<file path="src/rtl/fetch_pkg.sv">
// Shared types and constants for the instruction-fetch sequencer.
package fetch_pkg;

  typedef enum logic [2:0] {
    ST_IDLE  = 3'd0,
    ST_INIT  = 3'd1,
    ST_FETCH = 3'd2,
    ST_STALL = 3'd3,
    ST_ERR   = 3'd4
  } fetch_state_t;

  typedef enum logic [1:0] {
    SEL_SEQ    = 2'd0,
    SEL_BRANCH = 2'd1,
    SEL_JUMP   = 2'd2
  } next_pc_sel_t;

  localparam logic [31:0] PC_STEP = 32'd4;

  // Pick the next PC among sequential, branch and jump candidates.
  function automatic logic [31:0] select_next(input next_pc_sel_t sel,
                                              input logic [31:0] seq_pc,
                                              input logic [31:0] branch_pc,
                                              input logic [31:0] jump_pc);
    case (sel)
      SEL_JUMP:   return jump_pc;
      SEL_BRANCH: return branch_pc;
      default:    return seq_pc;
    endcase
  endfunction

endpackage

</file>
<file path="src/rtl/fetch_watchdog.sv">
// Wait-cycle counter for an outstanding fetch; flags the cycle that reaches the limit.
module fetch_watchdog
  import fetch_pkg::*;
#(
  parameter logic [7:0] LIMIT = 8'd255
) (
  input  logic clk_i,
  input  logic rst_i,
  input  logic clr_i,
  input  logic en_i,
  output logic expired_o
);

  logic [7:0] count_q;

  // Count enabled wait cycles; clear has priority over counting.
  always_ff @(posedge clk_i or posedge rst_i) begin
    if (rst_i) begin
      count_q <= 8'd0;
    end else if (clr_i) begin
      count_q <= 8'd0;
    end else if (en_i) begin
      count_q <= count_q + 8'd1;
    end
  end

  // The current wait cycle is the LIMIT-th one when the count already holds LIMIT-1.
  assign expired_o = en_i && (count_q == (LIMIT - 8'd1));

endmodule

</file>
<file path="src/rtl/fetch_sequencer.sv">
// PC / instruction-fetch sequencer: boot, fetch handshake, redirects, load-use stall, watchdog.
//
// Handshake: imem_req_o stays high (address = pc_i) for every FETCH cycle until
// imem_ready_i is seen high; the cycle with req & ready completes the transfer and
// imem_rdata_i is consumed in that same cycle. There is no separate accept phase.
module fetch_sequencer
  import fetch_pkg::*;
#(
  parameter logic [31:0] RESET_PC = 32'h0000_0000,
  parameter int unsigned TIMEOUT  = 255
) (
  input  logic         clk_i,
  input  logic         rst_i,
  input  logic         start_i,
  input  logic [31:0]  pc_i,
  output logic [31:0]  pc_next_o,
  output logic         pc_hold_o,
  input  logic         jump_i,
  input  logic [31:0]  jump_target_i,
  input  logic         branch_i,
  input  logic [31:0]  branch_target_i,
  input  logic         load_use_i,
  output logic         imem_req_o,
  output logic [31:0]  imem_addr_o,
  input  logic         imem_ready_i,
  input  logic [31:0]  imem_rdata_i,
  output logic [31:0]  instr_o,
  output logic         instr_valid_o,
  output logic         flush_o,
  output logic         fetch_err_o,
  output fetch_state_t state_o
);

  fetch_state_t state_q, state_d;
  logic         pend_q, pend_d;
  logic [31:0]  pend_tgt_q, pend_tgt_d;
  logic [31:0]  buf_q, buf_d;
  logic         stop_q, stop_d;
  logic         err_q, err_d;

  logic         redir;
  logic         stopping;
  next_pc_sel_t redir_sel;
  logic [31:0]  seq_pc;
  logic [31:0]  redir_tgt;
  logic [31:0]  instr_src;
  logic         wd_expired;

  assign redir     = jump_i | branch_i;
  assign redir_sel = jump_i ? SEL_JUMP : (branch_i ? SEL_BRANCH : SEL_SEQ);
  assign seq_pc    = pc_i + PC_STEP;
  assign redir_tgt = select_next(redir_sel, seq_pc, branch_target_i, jump_target_i);
  // A stop request seen at any point of an outstanding fetch is remembered until it drains.
  assign stopping  = stop_q | ~start_i;

  fetch_watchdog #(.LIMIT(8'(TIMEOUT))) u_watchdog (
    .clk_i     (clk_i),
    .rst_i     (rst_i),
    .clr_i     ((state_q != ST_FETCH) | imem_ready_i),
    .en_i      ((state_q == ST_FETCH) & ~imem_ready_i),
    .expired_o (wd_expired)
  );

  // Per-cycle decisions: PC control, fetch request, instruction issue and next state.
  always_comb begin
    state_d       = state_q;
    pend_d        = pend_q;
    pend_tgt_d    = pend_tgt_q;
    buf_d         = buf_q;
    stop_d        = stop_q;
    err_d         = err_q;
    pc_hold_o     = 1'b1;
    pc_next_o     = seq_pc;
    imem_req_o    = 1'b0;
    instr_valid_o = 1'b0;
    instr_src     = imem_rdata_i;
    flush_o       = 1'b0;
    case (state_q)
      ST_IDLE: begin
        pc_next_o = RESET_PC;
        stop_d    = 1'b0;
        pend_d    = 1'b0;
        if (start_i) state_d = ST_INIT;
      end
      ST_INIT: begin
        pc_next_o = RESET_PC;
        pc_hold_o = 1'b0;
        state_d   = start_i ? ST_FETCH : ST_IDLE;
      end
      ST_FETCH: begin
        imem_req_o = 1'b1;
        flush_o    = redir;
        stop_d     = stopping;
        if (imem_ready_i) begin
          pend_d = 1'b0;
          if (stopping) begin
            // Request drained; data discarded and PC left where it is.
            state_d = ST_IDLE;
          end else if (redir) begin
            pc_hold_o = 1'b0;
            pc_next_o = redir_tgt;
          end else if (pend_q) begin
            // Data belongs to the wrong path; the latched target takes effect now.
            pc_hold_o = 1'b0;
            pc_next_o = pend_tgt_q;
          end else if (load_use_i) begin
            buf_d   = imem_rdata_i;
            state_d = ST_STALL;
          end else begin
            pc_hold_o     = 1'b0;
            instr_valid_o = 1'b1;
          end
        end else begin
          if (redir) begin
            pend_d     = 1'b1;
            pend_tgt_d = redir_tgt;
          end
          if (wd_expired) begin
            state_d = ST_ERR;
            err_d   = 1'b1;
          end
        end
      end
      ST_STALL: begin
        flush_o = redir;
        if (!start_i) begin
          state_d = ST_IDLE;
        end else if (redir) begin
          // Buffered instruction is wrong-path; no request is open, so load the target now.
          pc_hold_o = 1'b0;
          pc_next_o = redir_tgt;
          state_d   = ST_FETCH;
        end else if (!load_use_i) begin
          pc_hold_o     = 1'b0;
          instr_valid_o = 1'b1;
          instr_src     = buf_q;
          state_d       = ST_FETCH;
        end
      end
      ST_ERR: begin
        pc_next_o = RESET_PC;
      end
      default: begin
        state_d = ST_IDLE;
      end
    endcase
  end

  // State and bookkeeping registers; reset returns to IDLE and abandons any request.
  always_ff @(posedge clk_i or posedge rst_i) begin
    if (rst_i) begin
      state_q    <= ST_IDLE;
      pend_q     <= 1'b0;
      pend_tgt_q <= 32'd0;
      buf_q      <= 32'd0;
      stop_q     <= 1'b0;
      err_q      <= 1'b0;
    end else begin
      state_q    <= state_d;
      pend_q     <= pend_d;
      pend_tgt_q <= pend_tgt_d;
      buf_q      <= buf_d;
      stop_q     <= stop_d;
      err_q      <= err_d;
    end
  end

  assign imem_addr_o = pc_i;
  assign instr_o     = instr_valid_o ? instr_src : 32'd0;
  assign fetch_err_o = err_q;
  assign state_o     = state_q;

endmodule

</file>
<file path="config.mk">
export PLATFORM = sky130hd
export DESIGN_NAME = fetch_sequencer
export DESIGN_NICKNAME = d
export VERILOG_FILES = /design/src/rtl/fetch_pkg.sv /design/src/rtl/fetch_watchdog.sv /design/src/rtl/fetch_sequencer.sv
export SDC_FILE = /design/constraint.sdc
export NUM_CORES = 1
export LEC_CHECK = 0
export ABC_AREA = 1
export CAP_MARGIN = 20
export CORE_AREA = 4 4 122 124
export DETAILED_ROUTE_END_ITERATION = 12
export DIE_AREA = 0 0 126 128
export MAX_ROUTING_LAYER = met4
export PLACE_DENSITY = 0.86
export RECOVER_POWER = 100
export SLEW_MARGIN = 10
export SYNTH_ARGS = -nofsm -noshare
export SYNTH_HDL_FRONTEND = slang
export SYNTH_SLANG_ARGS = --single-unit
</file>
<file path="constraint.sdc">
create_clock -name clk_i -period 5.06 [get_ports clk_i]
set_input_delay 0.506 -clock clk_i [delete_from_list [all_inputs] [get_ports clk_i]]
set_output_delay 0.506 -clock clk_i [all_outputs]
set_load 0.01 [all_outputs]
</file>
Yosys cells after proc, flatten, opt, wreduce, memory -nomap -nowiden
Index checks and enable logic that the tools add are counted.
{"block": "word_totals", "ff_bits": 78, "input_bits": 135, "output_inout_bits": 104, "elab_cells": 96}
{"block": "op_classes", "addsub": 2, "n_eq_ne": 15, "mux": 51, "bitwise": 10, "reduce_logical": 11}
{"op": "32-bit two-way mux", "n": 11}
{"op": "32-bit case mux with 3 select lines", "n": 1}
{"op": "32-bit case mux with 2 select lines", "n": 1}
{"op": "32-bit by 3-bit adder with 32-bit output (second input constant)", "n": 1}
{"op": "3-bit two-way mux", "n": 10}
{"op": "1-bit two-way mux", "n": 19}
{"op": "8-bit two-way mux", "n": 2}
{"op": "4-bit != test (second input constant)", "n": 4}
{"op": "3-bit case mux with 5 select lines", "n": 1}
{"op": "8-bit by 1-bit adder with 8-bit output (second input constant)", "n": 1}
{"op": "8-bit == test (second input constant)", "n": 1}
{"op": "7-bit AND reduction", "n": 1}
{"op": "3-bit by 2-bit == test with 1-bit output (second input constant)", "n": 2}
{"op": "3-bit by 2-bit != test with 1-bit output (second input constant)", "n": 2}
{"op": "1-bit inverter", "n": 6}
{"op": "1-bit case mux with 2 select lines", "n": 3}
{"op": "3-bit AND reduction", "n": 2}
{"op": "5-bit AND reduction", "n": 1}
{"op": "2-bit two-way mux", "n": 2}
{"op": "2-bit nonzero test", "n": 2}
{"op": "3-bit by 1-bit == test with 1-bit output (second input constant)", "n": 1}
{"op": "3-bit == test (second input constant)", "n": 1}
{"op": "3-bit zero test", "n": 1}
{"op": "3-bit != test (second input constant)", "n": 1}
{"op": "10 further kinds", "n": 12}

Logic depth before layout (Yosys ltp)
Gate-level depths: netlist of the first run.
{"block": "depth", "ltp_word": 8, "depth_mapped": 12, "ltp_nobuf": 12}

Hierarchy
A second synthesis of the first run with hierarchy kept.
{"block": "hier_totals", "cells_unflattened": 1130, "hier_area_um2": 6961.7}
{"module": "fetch_sequencer", "n_inst": 1, "cells_each": 1070, "area_per_inst_um2": 6486.2, "seq_area_each_um2": 1751.7}
{"module": "fetch_watchdog", "n_inst": 1, "cells_each": 60, "area_per_inst_um2": 475.5, "seq_area_each_um2": 200.2}

Worst setup path before layout of the first run
Ideal clock, no wire load.
{"block": "synth_path", "kind": "input-to-output", "start": "input port pc_i[2]", "end": "output port pc_next_o[16]", "arrival_ns": 1.629, "required_ns": 4.554, "path_slack_ns": 2.925, "path_stages": 10, "path_buffers": 0, "path_cell_list": "ha_1 > nand2_1 > nor2_4 > nand2_2 > nor2_4 > nand2_1 > xor2_1 > nand2_1 > nand2_1 > nand3_1"}
{"block": "synth_between", "elab_chain_cells": 6, "word_cells_on_any_way": 9, "cone_classes": "1 x add/sub; 8 x mux"}
{"element": "start, declared", "line": "fetch_sequencer.sv:15", "source": "input logic [31:0] pc_i,"}
{"element": "32-bit by 3-bit adder with 32-bit output (*)", "line": "fetch_sequencer.sv:51", "source": "assign seq_pc = pc_i + PC_STEP;"}
{"element": "32-bit case mux with 2 select lines / 32-bit two-way mux (equally long branches)", "line": "fetch_pkg.sv:25, fetch_sequencer.sv:102"}
{"element": "32-bit two-way mux", "line": "fetch_sequencer.sv:99", "source": "end else if (redir) begin"}
{"element": "32-bit two-way mux", "line": "fetch_sequencer.sv:96", "source": "if (stopping) begin"}
{"element": "32-bit two-way mux", "line": "fetch_sequencer.sv:94", "source": "if (imem_ready_i) begin"}
{"element": "32-bit case mux with 3 select lines (*)", "line": "fetch_sequencer.sv:78", "source": "case (state_q)"}
{"element": "end, declared", "line": "fetch_sequencer.sv:16", "source": "output logic [31:0] pc_next_o,"}
Every way passes the cells marked *; elsewhere a longest branch is shown, timed or not.

Worst setup path after layout of the first run
{"block": "layout_path", "start": "input port jump_i", "end": "output port pc_next_o[3]"}
{"block": "layout_between", "elab_chain_cells": 7, "word_cells_on_any_way": 11, "cone_classes": "2 x eq/ne; 8 x mux; 1 x bitwise"}
{"element": "start, declared", "line": "fetch_sequencer.sv:18", "source": "input logic jump_i,"}
{"element": "2-bit two-way mux", "line": "fetch_sequencer.sv:50", "source": "assign redir_sel = jump_i ? SEL_JUMP : (branch_i ? SEL_BRANCH : SEL_SEQ);"}
{"element": "2-bit by 1-bit == test with 1-bit output / 2-bit == test (equally long branches)", "line": "fetch_pkg.sv:25", "source": "case (sel)"}
{"element": "32-bit case mux with 2 select lines", "line": "fetch_pkg.sv:25"}
{"element": "32-bit two-way mux", "line": "fetch_sequencer.sv:99"}
{"element": "32-bit two-way mux", "line": "fetch_sequencer.sv:96"}
{"element": "32-bit two-way mux", "line": "fetch_sequencer.sv:94"}
{"element": "32-bit case mux with 3 select lines (*)", "line": "fetch_sequencer.sv:78"}
Marks and branches as above.

==> results of run 1 <==
-- flip-flops by register name, summed over array words and instances (netlist names) --
register / count
pend_q: 1
u_watchdog.count_q: 8
fetch_err_o: 1
buf_q: 32
pend_tgt_q: 32
stop_q: 1
state_o: 3
-- worst max path at each step --
| stage | end | slack (ns) | cells past startpoint |
|---|---|---|---|
| after global placement | instr_o[0] | 1.14 | 10 |
| after CTS | instr_o[13] | 1.0 | 9 |
| after global routing | pc_next_o[3] | 0.39 | 10 |
| after floorplan | buf_q[0]$_DFFE_PP0P_ | 2.56 | 1 |
| after detailed placement | instr_o[13] | 1.05 | 10 |
| final | pc_next_o[3] | 0.58 | 10 |
-- cell families (layout without fill, tap and decap cells) --
group / after synthesis / in the layout / synth area share, %
compound gates: 268 / 268 / 22.0
xor+xnor: 7 / 7 / 0.904
fa+ha+maj: 3 / 3 / 0.554
buf+inv: 163 / 339 / 11.7
flops: 78 / 78 / 28.8
mux: 32 / 32 / 4.73
simple gates: 503 / 503 / 31.3
-- cells in the mapped netlist (all sizes together) --
| master | n | area share, % |
|---|---|---|
| or2 | 1 | 0.092 |
| nand4 | 4 | 0.37 |
| nor3 | 6 | 0.61 |
| buf | 76 | 6.9 |
| o22a | 17 | 2.2 |
| nor3b | 1 | 0.11 |
| o21ai | 143 | 11 |
| a211oi | 6 | 0.89 |
| and2 | 3 | 0.28 |
| o211ai | 9 | 1.0 |
| xor2 | 4 | 0.52 |
| nor2 | 144 | 8.9 |
| o22ai | 7 | 0.65 |
| a31oi | 1 | 0.092 |
| nand3 | 78 | 5.8 |
| inv | 73 | 4.0 |
| nand2 | 262 | 15 |
| clkbuf | 14 | 0.78 |
| mux2i | 32 | 4.7 |
| o21bai | 2 | 0.22 |
| xnor2 | 3 | 0.39 |
| a21oi | 78 | 5.8 |
| ha | 3 | 0.55 |
| nand3b | 3 | 0.33 |
| o31ai | 3 | 0.33 |
| a21boi | 1 | 0.11 |
| dfrtp | 78 | 29 |
| o2111ai | 1 | 0.13 |
| and3 | 1 | 0.092 |
-- through the flow --
| step | instance area (µm²) | power (mW) | worst slack [ns] | hold slack (ns) | std cells |
|---|---|---|---|---|---|
| 2_1_floorplan | 6780 | 1.94 | 2.56 | 0.448 | 1054 |
| 4_1_cts | 9250 | 3.37 | 0.996 | 0.488 | 1409 |
| 3_3_place_gp | 8950 | 2.64 | 1.14 | 0.462 | 1393 |
| 5_1_grt | 9210 | 3.49 | 0.394 | 0.504 | 1410 |
| 3_5_place_dp | 8950 | 2.69 | 1.05 | 0.470 | 1393 |
| 6_report | 9210 | 3.27 | 0.580 | 0.478 | 1410 |
-- area by class of cell --
cell class,count,area share [%]
multi-input combinational,813,43.5
clock inverter,5,0.639
clock buffer,11,2.64
sequential,78,21.2
inverter,73,2.99
tap,180,2.45
timing repair buffer,250,26.6
-- layer usage --
| layer | global-route usage (%) | share of wire (%) | up-vias |
|---|---|---|---|
| met2 | 49.4 | 47 | 436 |
| met4 | 12.7 | 3.6 | 0 |
| met3 | 6.17 | 9.6 | 65 |
| met1 | 35.6 | 40 | 3568 |
| li1 | - | - | 3836 |
| met5 | - | 0 | - |
-- power by group --
group / switching, mW / leakage, nW / internal [mW]
Combinational: 0.882 / 3.13 / 0.686
Clock: 0.271 / 0.142 / 0.396
Sequential: 0.156 / 1.02 / 0.882
==> run_results.csv, run 1 <==
group,metric,value,unit
status,outcome,"finished, violations left",
status,violations,"max-capacitance violations, max-slew violations",
floorplanning,core,13800,µm²
synth,ys_warn_count,0,
clocking,clock_sinks,78,
layout,nNetsFinal,1363,
setup_path,crit_arrival,3.97,ns
detailed_routing,routedWlPerCell,17.1,µm
hold_path,hp-class,"reg2reg",
detailed_routing,wl,24100,µm
global_routing,grt_usage,29.9,%
sta,min_period,4.48,ns
synth,synth_cells,1054,
setup_path,cp_slowest_stage_delay,0.96,ns
placement,dpl.hpwl,18100,µm
setup_path,crit_path_cell_trace,"clkdlybuf4s50_1, inv_2, nand2_1, clkbuf_1, o22a_1, o21ai_1, a21oi_1, o21ai_0, nand3_1, dlygate4sd3_1",
floorplanning,rows,43,
global_routing,grt_pass1_wl,37700,µm
clocking,cts.reportedPaths.clkPinSlew,0.06,ns
setup_path,r2r_end,"pend_tgt_q[7]$_DFFE_PP0P_",
floorplanning,die_area,16100,µm²
detailed_routing,drc,0,
detailed_routing,detail-route-antenna-nets,0,
sta,rsz0062_at_grt,"false",
layout,fin_util,66.9,%
power,p_leak,4.28,nW
synth,syn_avg_cell_area,6.43,µm²
power,p_per_area,355,nW/µm²
clocking,cts_buffers,9,
placement,gp_congestion,0.997,
clocking,clock_latency,0.35,ns
detailed_routing,drt_iter0_markers,692,
setup_path,slowest_stage,"clkbuf_1",
clocking,post_cts.repair.setup_buffers,0,
clocking,cts-hold-fix-buffers,0,
setup_path,critPathMaxFanout,24,
layout,n_antenna_cell,0,
floorplanning,ios,239,
setup_path,reg2reg_depth,6,
global_routing,antenna_found_initial,0,
layout,final_common_cell,"nand2_1",
sta,relSlewSlack,-50.6,%
synth,netlist_area,6780,µm²
layout,multi_input_area,4010,µm²
setup_path,r2r_start,"state_o[2]$_DFFE_PP0P_",
clocking,cts.repair.resized,0,
synth,synth.distinct_cells,41,
clocking,cts_max_path_buffers,2,
detailed_routing,vias,7905,
run,maxCapViolCount,4,
placement,port_buffers,238,
detailed_routing,first_pass_iters,5,
setup_path,crit_path_start_kind,"input pin",
setup_path,end_kind,"output port",
sta,drv_slew,185,
floorplanning,die_y,128,µm
layout,regArea,1950,µm²
hold_path,hp-start,"fetch_err_o$_DFFE_PP0P_",
clocking,root_buffer,"clkbuf_16",
floorplanning,initial_utilization,49.2,%
hold_path,min_to,"fetch_err_o$_DFFE_PP0P_",
sta,clock_skew,0.00735,ns
layout,nFillCells,1235,
synth,synth_seq_cells,78,
layout,final_cell_mix,"nand2_1, clkdlybuf4s50_1, nor2_1, o21ai_0, dlygate4sd3_1",
floorplanning,die_w,126,µm
clocking,h-tree-depth,3,
setup_path,ff2ff_setup_slack,0.89,ns
hold_path,whs_path_depth,1,
clocking,cts_tree,"done",
detailed_routing,viasPerCell,5.61,
synth,syn_nets,1192,
synth,ys_seq_area_share,28.8,%
sta,fmax,223,MHz
layout,drive_gt1_share,4.23,%
sta,setup_tns,0,ns
setup_path,path_buf_inv,4,
setup_path,critical_path.top_delay_family,"buffers and inverters",
setup_path,worst_setup_path_startpoint,"jump_i",
global_routing,grt_pass1_vias,7521,
sta,tightest_slew,2.26,ns
setup_path,crit_required,4.55,ns
power,ir_worst_vdd,198,µV
global_routing,grt_max_degree,66,
sta,setup_viol,0,
sta,hold_viol_final,0,
global_routing,grt_overflow_total,0,
layout,area_growth,35.8,%
setup_path,worstSetupPathType,"in2out",
sta,finalCritPeriodShare,88.5,%
No activity file was read; power rests on OpenSTA's default activity.
==> inputs of run 2 (changes only) <==
--- a/config.mk
+++ b/config.mk
@@ -7,11 +7,12 @@
 export LEC_CHECK = 0
 export ABC_AREA = 1
 export CAP_MARGIN = 20
-export CORE_AREA = 4 4 122 124
+export CORE_AREA = 4 4 94 162
 export DETAILED_ROUTE_END_ITERATION = 12
-export DIE_AREA = 0 0 126 128
+export DIE_AREA = 0 0 98 166
+export GPL_TIMING_DRIVEN = 0
 export MAX_ROUTING_LAYER = met4
-export PLACE_DENSITY = 0.86
+export PLACE_DENSITY = 0.85
 export RECOVER_POWER = 100
 export SLEW_MARGIN = 10
 export SYNTH_ARGS = -nofsm -noshare
==> run_results.csv, run 2 (same netlist as run 1, synthesis figures left out) <==
group,metric,value,unit
status,outcome,"finished, violations left",
status,violations,"max-capacitance violations, max-slew violations",
layout,regArea,1950,µm²
floorplanning,ios,239,
setup_path,critPathMaxFanout,10,
power,p_int,1.94,mW
sta,rsz0062_at_grt,"false",
setup_path,crit_arrival,3.80,ns
sta,tightest_slew,1.61,ns
clocking,h-tree-depth,3,
detailed_routing,first_pass_iters,5,
power,seqPwrFrac,31.1,%
clocking,cts-hold-fix-buffers,0,
power,clockPowerShare,18.4,%
placement,place_ws,1.32,ns
sta,setup_ws,0.755,ns
global_routing,grt_overflow_total,0,
layout,fin_area,9580,µm²
layout,final_common_cell,"nand2_1",
floorplanning,initial_utilization,48.7,%
sta,setup_tns,0,ns
placement,port_buffers,236,
setup_path,slowest_stage,"dlygate4sd3_1",
layout,nFillCells,1279,
layout,multi_input_area,3970,µm²
clocking,clock_latency,0.35,ns
clocking,cts_buffers,9,
global_routing,grt_usage,34.6,%
placement,dpl.hpwl,22300,µm
clocking,post_cts.repair.setup_buffers,0,
sta,drv_slew,32,
global_routing,grt_pass1_vias,8215,
sta,min_period,4.30,ns
power,power_frac_comb,50.5,%
setup_path,ff2ff_setup_slack,2.63,ns
sta,hold_viol_final,0,
floorplanning,die_y,166,µm
layout,drive_gt1_share,7.04,%
placement,dpl_cell_area,9390,µm²
detailed_routing,drt_iter0_markers,595,
layout,n_antenna_cell,0,
global_routing,grt_pass1_wl,43300,µm
detailed_routing,routedWlPerCell,18.9,µm
power,p_leak,4.51,nW
sta,finalCritPeriodShare,85.1,%
power,p_per_area,346,nW/µm²
power,ir_worst_vdd,240,µV
detailed_routing,wl,28000,µm
setup_path,cp_slowest_stage_delay,0.62,ns
setup_path,cpMostUsedCell,"inv_1",
detailed_routing,viasPerCell,5.58,
power,power.total,3.31,mW
detailed_routing,drc,0,
layout,stdcell_count,1484,
detailed_routing,detail-route-antenna-nets,0,
power,switching_share,41.4,%
placement,gp_congestion,0.966,
floorplanning,core,13900,µm²
global_routing,grt_max_degree,48,
layout,area_growth,41.3,%
placement,placed_cells,1468,
sta,clock_skew,0.00835,ns
detailed_routing,vias,8280,
clocking,cts.reportedPaths.clkPinSlew,0.06,ns
clocking,cts_tree,"done",
setup_path,crit_path_start_kind,"input pin",
layout,nNetsFinal,1440,
clocking,cts.repair.resized,0,
floorplanning,die_w,98,µm
setup_path,end_kind,"output port",
layout,final_cell_mix,"nand2_1, clkdlybuf4s50_1, nor2_1, o21ai_0, dlygate4sd3_1",
floorplanning,die_area,16300,µm²
run,maxCapViolCount,1,
clocking,cts_max_path_buffers,2,
sta,fmax,232,MHz
setup_path,crit_required,4.55,ns
clocking,root_buffer,"clkbuf_16",
global_routing,antenna_found_initial,0,
sta,relSlewSlack,-7.96,%
layout,reg_top3,"buf_q: 32 flops, pend_tgt_q: 32 flops, u_watchdog.count_q: 8 flops",
power,p_sw,1.37,mW
floorplanning,rows,57,
hold_path,hp-class,"reg2reg",
setup_path,crit_path_cell_trace,"dlygate4sd3_1, inv_1, nand2_1, buf_4, inv_1, nor2_1, inv_1, a21oi_1, o21ai_0, nand3_1, dlygate4sd3_1",
sta,setup_viol,0,
setup_path,worstSetupPathType,"in2out",
clocking,clock_sinks,78,
[run 2: path summary, 6_finish.rpt]
check | start | cells past startpoint | end
hold / removal | fetch_err_o$_DFFE_PP0P_ | 1 | fetch_err_o$_DFFE_PP0P_
min in group asynchronous | rst_i | 2 | pend_tgt_q[5]$_DFFE_PP0P_
hold reg to reg | fetch_err_o$_DFFE_PP0P_ | 1 | fetch_err_o$_DFFE_PP0P_
max in group asynchronous | rst_i | 3 | pend_tgt_q[14]$_DFFE_PP0P_
setup / recovery | jump_i | 11 | pc_next_o[2]
setup reg to reg | state_o[0]$_DFFE_PP0P_ | 8 | pend_tgt_q[6]$_DFFE_PP0P_
[run 2: routing by layer]
metal | global-route usage (%) | vias to the layer above | wire length, µm
met5 | - | - | 0
met4 | 19.5 | 0 | 1690
met3 | 4.50 | 96 | 1710
met2 | 62.7 | 406 | 14800
met1 | 35.0 | 3793 | 9760
li1 | - | 3985 | -
[run 2: per-stage QoR]
stage	util [%]	hold slack (ns)
2_1_floorplan	-	0.448
4_1_cts	69.5	0.482
5_1_grt	68.9	0.497
3_3_place_gp	67.3	0.463
3_5_place_dp	67.5	0.465
6_report	68.9	0.471
[run 2: critical path: cells and delay by family]
kind	cells	cell delay (ns)
buf+inv	6	2.08
simple gates	3	0.86
compound gates	2	0.33
[run 2: power groups by stage]
stage | Sequential (mW) | Combinational [mW] | Clock, mW
6_report | 1.03 | 1.67 | 0.610
5_1_grt | 1.05 | 1.83 | 0.633
3_5_place_dp | 1.03 | 1.74 | 0
3_3_place_gp | 1.02 | 1.70 | 0
2_1_floorplan | 0.998 | 0.940 | 0
4_1_cts | 1.03 | 1.75 | 0.609
[run 2: cell type report]
type,count,area share [%]
multi-input cells,813,41.5
clock buffers,12,2.47
well taps,177,2.31
inverters,73,2.87
repair buffers,237,24.9
flip-flops and latches,78,20.4
clock inverters,4,0.340
plain buffers,90,5.24
==> inputs of run 3 (changes only) <==
--- a/config.mk
+++ b/config.mk
@@ -7,12 +7,13 @@
 export LEC_CHECK = 0
 export ABC_AREA = 1
 export CAP_MARGIN = 20
-export CORE_AREA = 4 4 94 162
+export CORE_AREA = 4 4 112 125
 export DETAILED_ROUTE_END_ITERATION = 12
-export DIE_AREA = 0 0 98 166
+export DIE_AREA = 0 0 116 129
+export DONT_BUFFER_PORTS = 1
 export GPL_TIMING_DRIVEN = 0
 export MAX_ROUTING_LAYER = met4
-export PLACE_DENSITY = 0.85
+export PLACE_DENSITY = 0.68
 export RECOVER_POWER = 100
 export SLEW_MARGIN = 10
 export SYNTH_ARGS = -nofsm -noshare
==> run_results.csv, run 3 (same netlist as run 1, synthesis figures left out) <==
group,metric,value,unit
floorplanning,ios,239,
detailed_routing,detail-route-antenna-nets,0,
floorplanning,initial_utilization,53.8,%
detailed_routing,viasPerCell,5.88,
clocking,cts_tree,"done",
placement,port_buffers,0,
floorplanning,die_area,15000,µm²
global_routing,grt_pass1_wl,36100,µm
sta,hold_viol_final,0,
detailed_routing,drt_iter0_markers,548,
hold_path,hp-class,"in2reg",
status,outcome,"completed",
sta,fmax,311,MHz
sta,finalCritPeriodShare,63.6,%
power,p_leak,3.34,nW
run,maxCapViolCount,0,
layout,drive_gt1_share,6.53,%
floorplanning,rows,43,
sta,setup_viol,0,
placement,dpl.hpwl,18200,µm
setup_path,crit_arrival,2.71,ns
floorplanning,die_y,129,µm
sta,setup_tns,0,ns
layout,nFillCells,1359,
setup_path,crit_path_cell_trace,"nor2_1, nand2_1, nor2_1, nand2_1, nand2_1, nand2_1, clkbuf_1, a211oi_1",
clocking,cts_max_path_buffers,2,
sta,drv_slew,0,
layout,regArea,1950,µm²
setup_path,reg2reg_depth,7,
clocking,root_buffer,"clkbuf_16",
layout,area_growth,5.26,%
layout,multi_input_area,4000,µm²
sta,tightest_slew,0.909,ns
clocking,h-tree-depth,3,
clocking,cts.reportedPaths.clkPinSlew,0.06,ns
global_routing,grt_max_degree,62,
hold_path,whs_path_depth,2,
power,ir_worst_vdd,193,µV
layout,nNetsFinal,1205,
sta,rsz0062_at_grt,"false",
setup_path,end_kind,"output port",
detailed_routing,drc,0,
clocking,cts_buffers,9,
global_routing,grt_overflow_total,0,
setup_path,crit_required,4.55,ns
setup_path,cpMostUsedCell,"nand2_1",
setup_path,critPathMaxFanout,10,
layout,final_cell_mix,"nand2_1, nor2_1, o21ai_0, a21oi_1, dfrtp_1",
layout,n_antenna_cell,0,
sta,clock_skew,0.00654,ns
detailed_routing,wl,23600,µm
floorplanning,die_w,116,µm
sta,relSlewSlack,39.0,%
global_routing,grt_usage,31.9,%
power,p_per_area,408,nW/µm²
setup_path,crit_path_start_kind,"register",
global_routing,grt_pass1_vias,6915,
layout,final_common_cell,"nand2_1",
setup_path,worstSetupPathType,"reg2out",
layout,fin_util,56.7,%
sta,min_period,3.22,ns
setup_path,slowest_stage,"dfrtp_1",
detailed_routing,vias,7222,
detailed_routing,first_pass_iters,6,
clocking,clock_latency,0.34,ns
layout,reg_top3,"buf_q: 32 flops, pend_tgt_q: 32 flops, u_watchdog.count_q: 8 flops",
floorplanning,core,12600,µm²
setup_path,cp_slowest_stage_delay,0.48,ns
global_routing,antenna_found_initial,0,
detailed_routing,routedWlPerCell,19.2,µm
placement,gp_congestion,0.982,
clocking,clock_sinks,78,
## run 3: cell types whose count changed in the layout (fill, tap and decap cells not counted), sizes merged
cell	previous run	this run
clkinvlp	3	4
buf	64	32
dlygate4sd3	91	1
inv	73	74
bufinv	0	1
clkbuf	39	69
clkinv	1	0
clkdlybuf4s50	145	0
## run 3: per-layer routing
metal,up-vias,share of wire (%),global-route usage (%),routed length (µm)
li1,3506,-,-,-
met1,3296,39,38.1,9120
met2,362,48,52.1,11400
met3,58,8.9,5.41,2090
met4,0,4.0,15.1,949
met5,-,0,-,0
## run 3: path summary, 6_finish.rpt
kind | slack (ns) | end | from
min in group asynchronous | 0.77 | pend_tgt_q[25]$_DFFE_PP0P_ | rst_i
worst min-delay path | 0.39 | buf_q[10]$_DFFE_PP0P_ | imem_rdata_i[10]
worst max register to register | 2.52 | pend_tgt_q[11]$_DFFE_PP0P_ | state_o[0]$_DFFE_PP0P_
worst min register to register | 0.48 | pend_tgt_q[16]$_DFFE_PP0P_ | pend_tgt_q[16]$_DFFE_PP0P_
worst max-delay path | 1.84 | instr_o[17] | state_o[0]$_DFFE_PP0P_
max in group asynchronous | 3.54 | pend_tgt_q[24]$_DFFE_PP0P_ | rst_i
## run 3: what timing repair did
item                                   in CTS  in global routing
resized for setup                           0                  0
setup buffers                               0                  0
endpoints found under the hold margin      17                  0
hold buffers                                1                  0
## run 3: cell type report
| type | count | share of cell area [%] |
|---|---|---|
| multi-input cells | 813 | 56.1 |
| flip-flops and latches | 78 | 27.4 |
| well taps | 157 | 2.75 |
| clock buffers | 10 | 3.21 |
| clock inverters | 6 | 0.982 |
| repair buffers | 2 | 0.526 |
| inverters | 73 | 3.86 |
| plain buffers | 90 | 5.26 |
## run 3: critical path, delay by kind of cell, from the launching register on
family          cells  cell delay (ns)
simple gates        6             1.15
flops               1             0.48
compound gates      1             0.46
buf+inv             1             0.29
## run 3: through the flow
stage | std cells | hold WS (ns) | total power, mW | setup WS, ns | cell area [µm²]
6_report | 1229 | 0.388 | 2.91 | 1.84 | 7140
5_1_grt | 1229 | 0.393 | 3.12 | 1.56 | 7140
4_1_cts | 1229 | 0.338 | 2.94 | 2.29 | 7310
3_5_place_dp | 1212 | 0.339 | 2.27 | 2.56 | 7010
3_3_place_gp | 1211 | 0.460 | 2.24 | 1.57 | 6980
2_1_floorplan | 1054 | 0.448 | 1.94 | 2.56 | 6780
## run 3: report_power, final
group	switching, mW	internal [mW]	total [mW]	leakage, nW
registers	0.154	0.879	1.03	1.02
logic	0.833	0.374	1.21	2.19
clock network	0.285	0.386	0.672	0.136
==> patch 1: new RTL, config.mk and constraints of run 3 <==
`buf_q` no longer has a reset.
--- a/src/rtl/fetch_sequencer.sv
+++ b/src/rtl/fetch_sequencer.sv
@@ -152,17 +152,19 @@
       state_q    <= ST_IDLE;
       pend_q     <= 1'b0;
       pend_tgt_q <= 32'd0;
-      buf_q      <= 32'd0;
       stop_q     <= 1'b0;
       err_q      <= 1'b0;
     end else begin
       state_q    <= state_d;
       pend_q     <= pend_d;
       pend_tgt_q <= pend_tgt_d;
-      buf_q      <= buf_d;
       stop_q     <= stop_d;
       err_q      <= err_d;
     end
+  end
+
+  always_ff @(posedge clk_i) begin
+    buf_q <= buf_d;
   end
 
   assign imem_addr_o = pc_i;
Function: no difference found for any inputs over 4 cycles, from zero or initial values and one cycle with rst_i high; that may be too few to reach the edited logic, so the function may still have changed.
==> patch 1 against run 3 <==
The flow now finishes with violations (capacitance limit, slew limit); first-iteration DRC count rose by 3.6%; largest power group unchanged; largest cell class unchanged; fmax fell by 5.6%; worst setup slack got worse by 0.19 ns; design area fell by 2.1%; synthesized cell count fell by 2.8%; core utilization fell by 1.2 points; clock power fell by 2%; sequential cell count did not move; power fell by 14%; critical endpoint is now pend_tgt_q[3]; wire length barely moved; synthesized area rose by 0.31%.
==> patch 1: results (changes against run 3) <==
status finished, violations left; violated checks capacitance limit, slew limit; Layout fillers 1385 (+1.9%); Finished Layout Cells 1200 (-2.4%); area grow syn2layout 2.74%; Leak Pwr 0.00319 uW (-4.6%); slowest CP cell nor2_1; largest net degree at the start of global routing 26 (-58%); Psw 1060 uW (-17%); ClkCell Share 4.24% (+0.053 points); max-cap violation count 2 (+2); met1 WL 9310 um (+2.1%); clk pwr 658 uW (-2%); Final HPWL DP 18100 um (-0.72%); Arr. time, crit path 3.61 ns (+0.90 ns); worst clock skew 0.00958 ns (+0.00304 ns); EDFF count, synth 32 (+32); met3 WL post-DR 2050 um (-1.9%); Power Total 2500 uW (-14%); Comb power frac 37.6% (-3.8 points); synth unique cells 40 (-2.4%); Peak VDD IR 0.194 mV (+0.30%); Pins Over Slew Limit 38 (+38); Seq area share 30.2% (+2.9 points); Synth async-reset ratio 59.0% (-41 points)
-- patch 1: changes by cell type in the layout (fill, tap and decap cells not counted), sizes merged, moves of 5 or more --
cell,change
o22ai,+5
nor3,+5
nand3,-9
a211oi,+26
clkbuf,+7
mux2i,-32
edfxtp,+32
dfrtp,-32
nor2,-17
inv,+42
o21ai,-11
buf,-8
a21oi,-29
nand2,-10
-- patch 1: cells by family after synthesis --
logic type                 after synthesis  synth area share (%)
and+or+nand+nor                        471                  29.3
AOI/OAI and AO/OA                      262                  23.8
buffers and inverters                  201                  14.2
DFF                                     78                  31.1
xor gates and xnor gates                 9                  1.16
adders and majority gates                3                 0.552
-- patch 1: worst max path at each step --
stage	start	end	cells past startpoint
floorplan	state_o[0]	buf_q[0]	4
global placement	state_o[0]	buf_q[7]	4
detailed placement	pc_i[2]	pc_next_o[16]	10
CTS	state_o[0]	instr_o[14]	8
global route	state_o[2]	pend_tgt_q[10]	10
finish	state_o[0]	pend_tgt_q[3]	10
==> patch 2: new RTL, settings of run 3 <==
Made on the original files. `TIMEOUT`: 255 -> 127.
--- a/src/rtl/fetch_sequencer.sv
+++ b/src/rtl/fetch_sequencer.sv
@@ -7,7 +7,7 @@
   import fetch_pkg::*;
 #(
   parameter logic [31:0] RESET_PC = 32'h0000_0000,
-  parameter int unsigned TIMEOUT  = 255
+  parameter int unsigned TIMEOUT  = 127
 ) (
   input  logic         clk_i,
   input  logic         rst_i,
Behaviour: no difference found for any inputs over 4 cycles, from zero or initial values and one cycle with rst_i high; that may be too few to reach the edited logic, so the function may still have changed.
==> patch 2 against run 3 <==
Global-route usage shrank 0.73 points; count of clock-buffer cells in the layout grew 1; clock skew grew 0.0028 ns; clock power grew 7.6%; critical path depth is the same; synthesized area grew 1.9%; first-iteration DRC count shrank 0.36%; sequential cell count is the same; design area grew 0.95%; power shrank 5.5%; worst setup slack lost 0.48 ns; wire length shrank 2.4%; critical path type unchanged; critical endpoint unchanged; largest cell class unchanged.
==> patch 2: results (changes against run 3) <==
Largest regs buf_q (32), pend_tgt_q (32), u_watchdog.count_q (8); XOR/XNOR Fraction of Synth Area 1.52% (+0.62 points); dpl ws 2.57 ns (+0.0154 ns); area share of fa/ha/maj cells after synthesis 0.543% (-0.010 points); met3 WL post-DR 2040 um (-2.8%); CP top delay family simple AND/OR/NAND/NOR gates; Post-CTS Resized 0 (unchanged); status finished, final reports clean; max layer used met4; Rel. slew slack 22.2% (-17 points); TritonCTS Buffers 9 (unchanged); Final HPWL DP 18000 um (-0.97%); share of cells above drive strength 1 6.50% (-0.033 points); multiplexer share of the synthesized area 4.64% (-0.089 points); worst clock skew 0.00938 ns (+0.00284 ns); DRT iter0 DRCs 546 (-0.36%); drt total wl 23000 um (-2.4%); number of port buffers 0 (unchanged); Peak VDD IR 0.184 mV (-5.0%); Area contributors post-synth dfrtp_1, nand2_1, o21ai_0, nor2_1, a21oi_1; CTS clk-pin slew, worst paths 0.07 ns; global-route wire length before repair 35200 um (-2.4%); Antenna diodes 0 (unchanged); worst hold-check path type primary input to asynchronous set/reset pin; CP max FO 10 (unchanged); Switching Fraction 41.0% (-2.7 points); Root Buffer clkbuf_16; post-CTS setup buffers 0 (unchanged); ys flop type dfrtp_1; complex-gate fraction of the synthesized area 22.8% (+0.80 points); largest net degree at the start of global routing 58 (-6.5%); register area share after synthesis 28.3% (-0.54 points); H-tree depth 3 (unchanged); initial antenna violation count 0 (unchanged); GRT Total Usage 31.1% (-0.73 points); Clk Latency, worst-skew pair between 0.3 and 0.4 ns; synth cell count leaders nand2_1, nor2_1, o21ai_0; slowest stage delay, CP 0.55 ns (+0.07 ns); RD Place Congestion 0.971 (-1.1%); wire length on met2 10700 um (-6.2%); synth unique cells 44 (+7.3%); Mapped Nets 1183 (-0.76%); met1 WL 9490 um (+4.1%); synth warn 0 (unchanged); DRT Pass-1 Iters 7 (+1); Leak Pwr 0.00335 uW (+0.31%); maximum clock path buffer count 2 (unchanged); vias in the first global route 6591 (-4.7%); Synth async-reset ratio 100% (unchanged); via density per instance 5.79 (-1.5%); slowest CP cell nor3_1; Arr. time, crit path 3.19 ns (+0.48 ns)
patch 2: cell count changes in the layout (fill, tap and decap cells not counted), moves of 4 or more:
cell | before | now
nand3_1 | 77 | 64
nor2_1 | 135 | 122
nand2_1 | 259 | 251
clkbuf_1 | 60 | 67
inv_1 | 64 | 70
buf_2 | 27 | 22
inv_2 | 8 | 3
xor2_1 | 4 | 9
nor3_1 | 5 | 9
o22a_1 | 17 | 21
patch 2: worst paths after layout:
check / start / end / slack [ns] / cells past startpoint
min in group clk_i: imem_rdata_i[27] / buf_q[27] / 0.39 / 2
max: state_o[2] / instr_o[17] / 1.36 / 8
max reg2reg: state_o[2] / state_o[0] / 2.94 / 7
min: rst_i / u_watchdog.count_q[4] / 0.27 / 1
max in group asynchronous: rst_i / buf_q[14] / 4.00 / 2
min reg2reg: pend_tgt_q[13] / pend_tgt_q[13] / 0.48 / 2
patch 2: power groups by stage:
stage	clock, uW	sequential (uW)	combinational (uW)
global placement	0	984	1080
global route	754	1010	1180
finish	723	978	1050
CTS	725	981	1100
detailed placement	0	987	1100
floorplan	0	955	845
patch 2: per-stage QoR:
step	std cells	instance area [um2]
finish	1219	7200
global route	1219	7200
CTS	1219	7460
detailed placement	1203	7140
global placement	1202	7110
floorplan	1045	6910
patch 2: layout make-up:
class | instances | area [um2]
multi-input combinational | 803 | 4050
sequential | 78 | 1950
clock inverter | 5 | 82.6
clock buffer | 11 | 243
timing repair buffer | 1 | 27.5
fill | 1363 | 5390
inverter | 75 | 285
buffer | 89 | 365
tap | 157 | 196
patch 2: cell families (layout without fill, tap and decap cells):
group           after synthesis  count (layout)
simple gates                482             482
compound gates              274             274
buf+inv                     164             181
flops                        78              78
mux                          32              32
xor+xnor                     12              12
fa+ha+maj                     3               3
patch 2: per-layer routing:
layer  vias to the layer above  GRT usage (%)
met3                        46           6.73
li1                       3474              -
met2                       319           49.5
met5                         -              -
met1                      3216           39.2
met4                         0           10.9
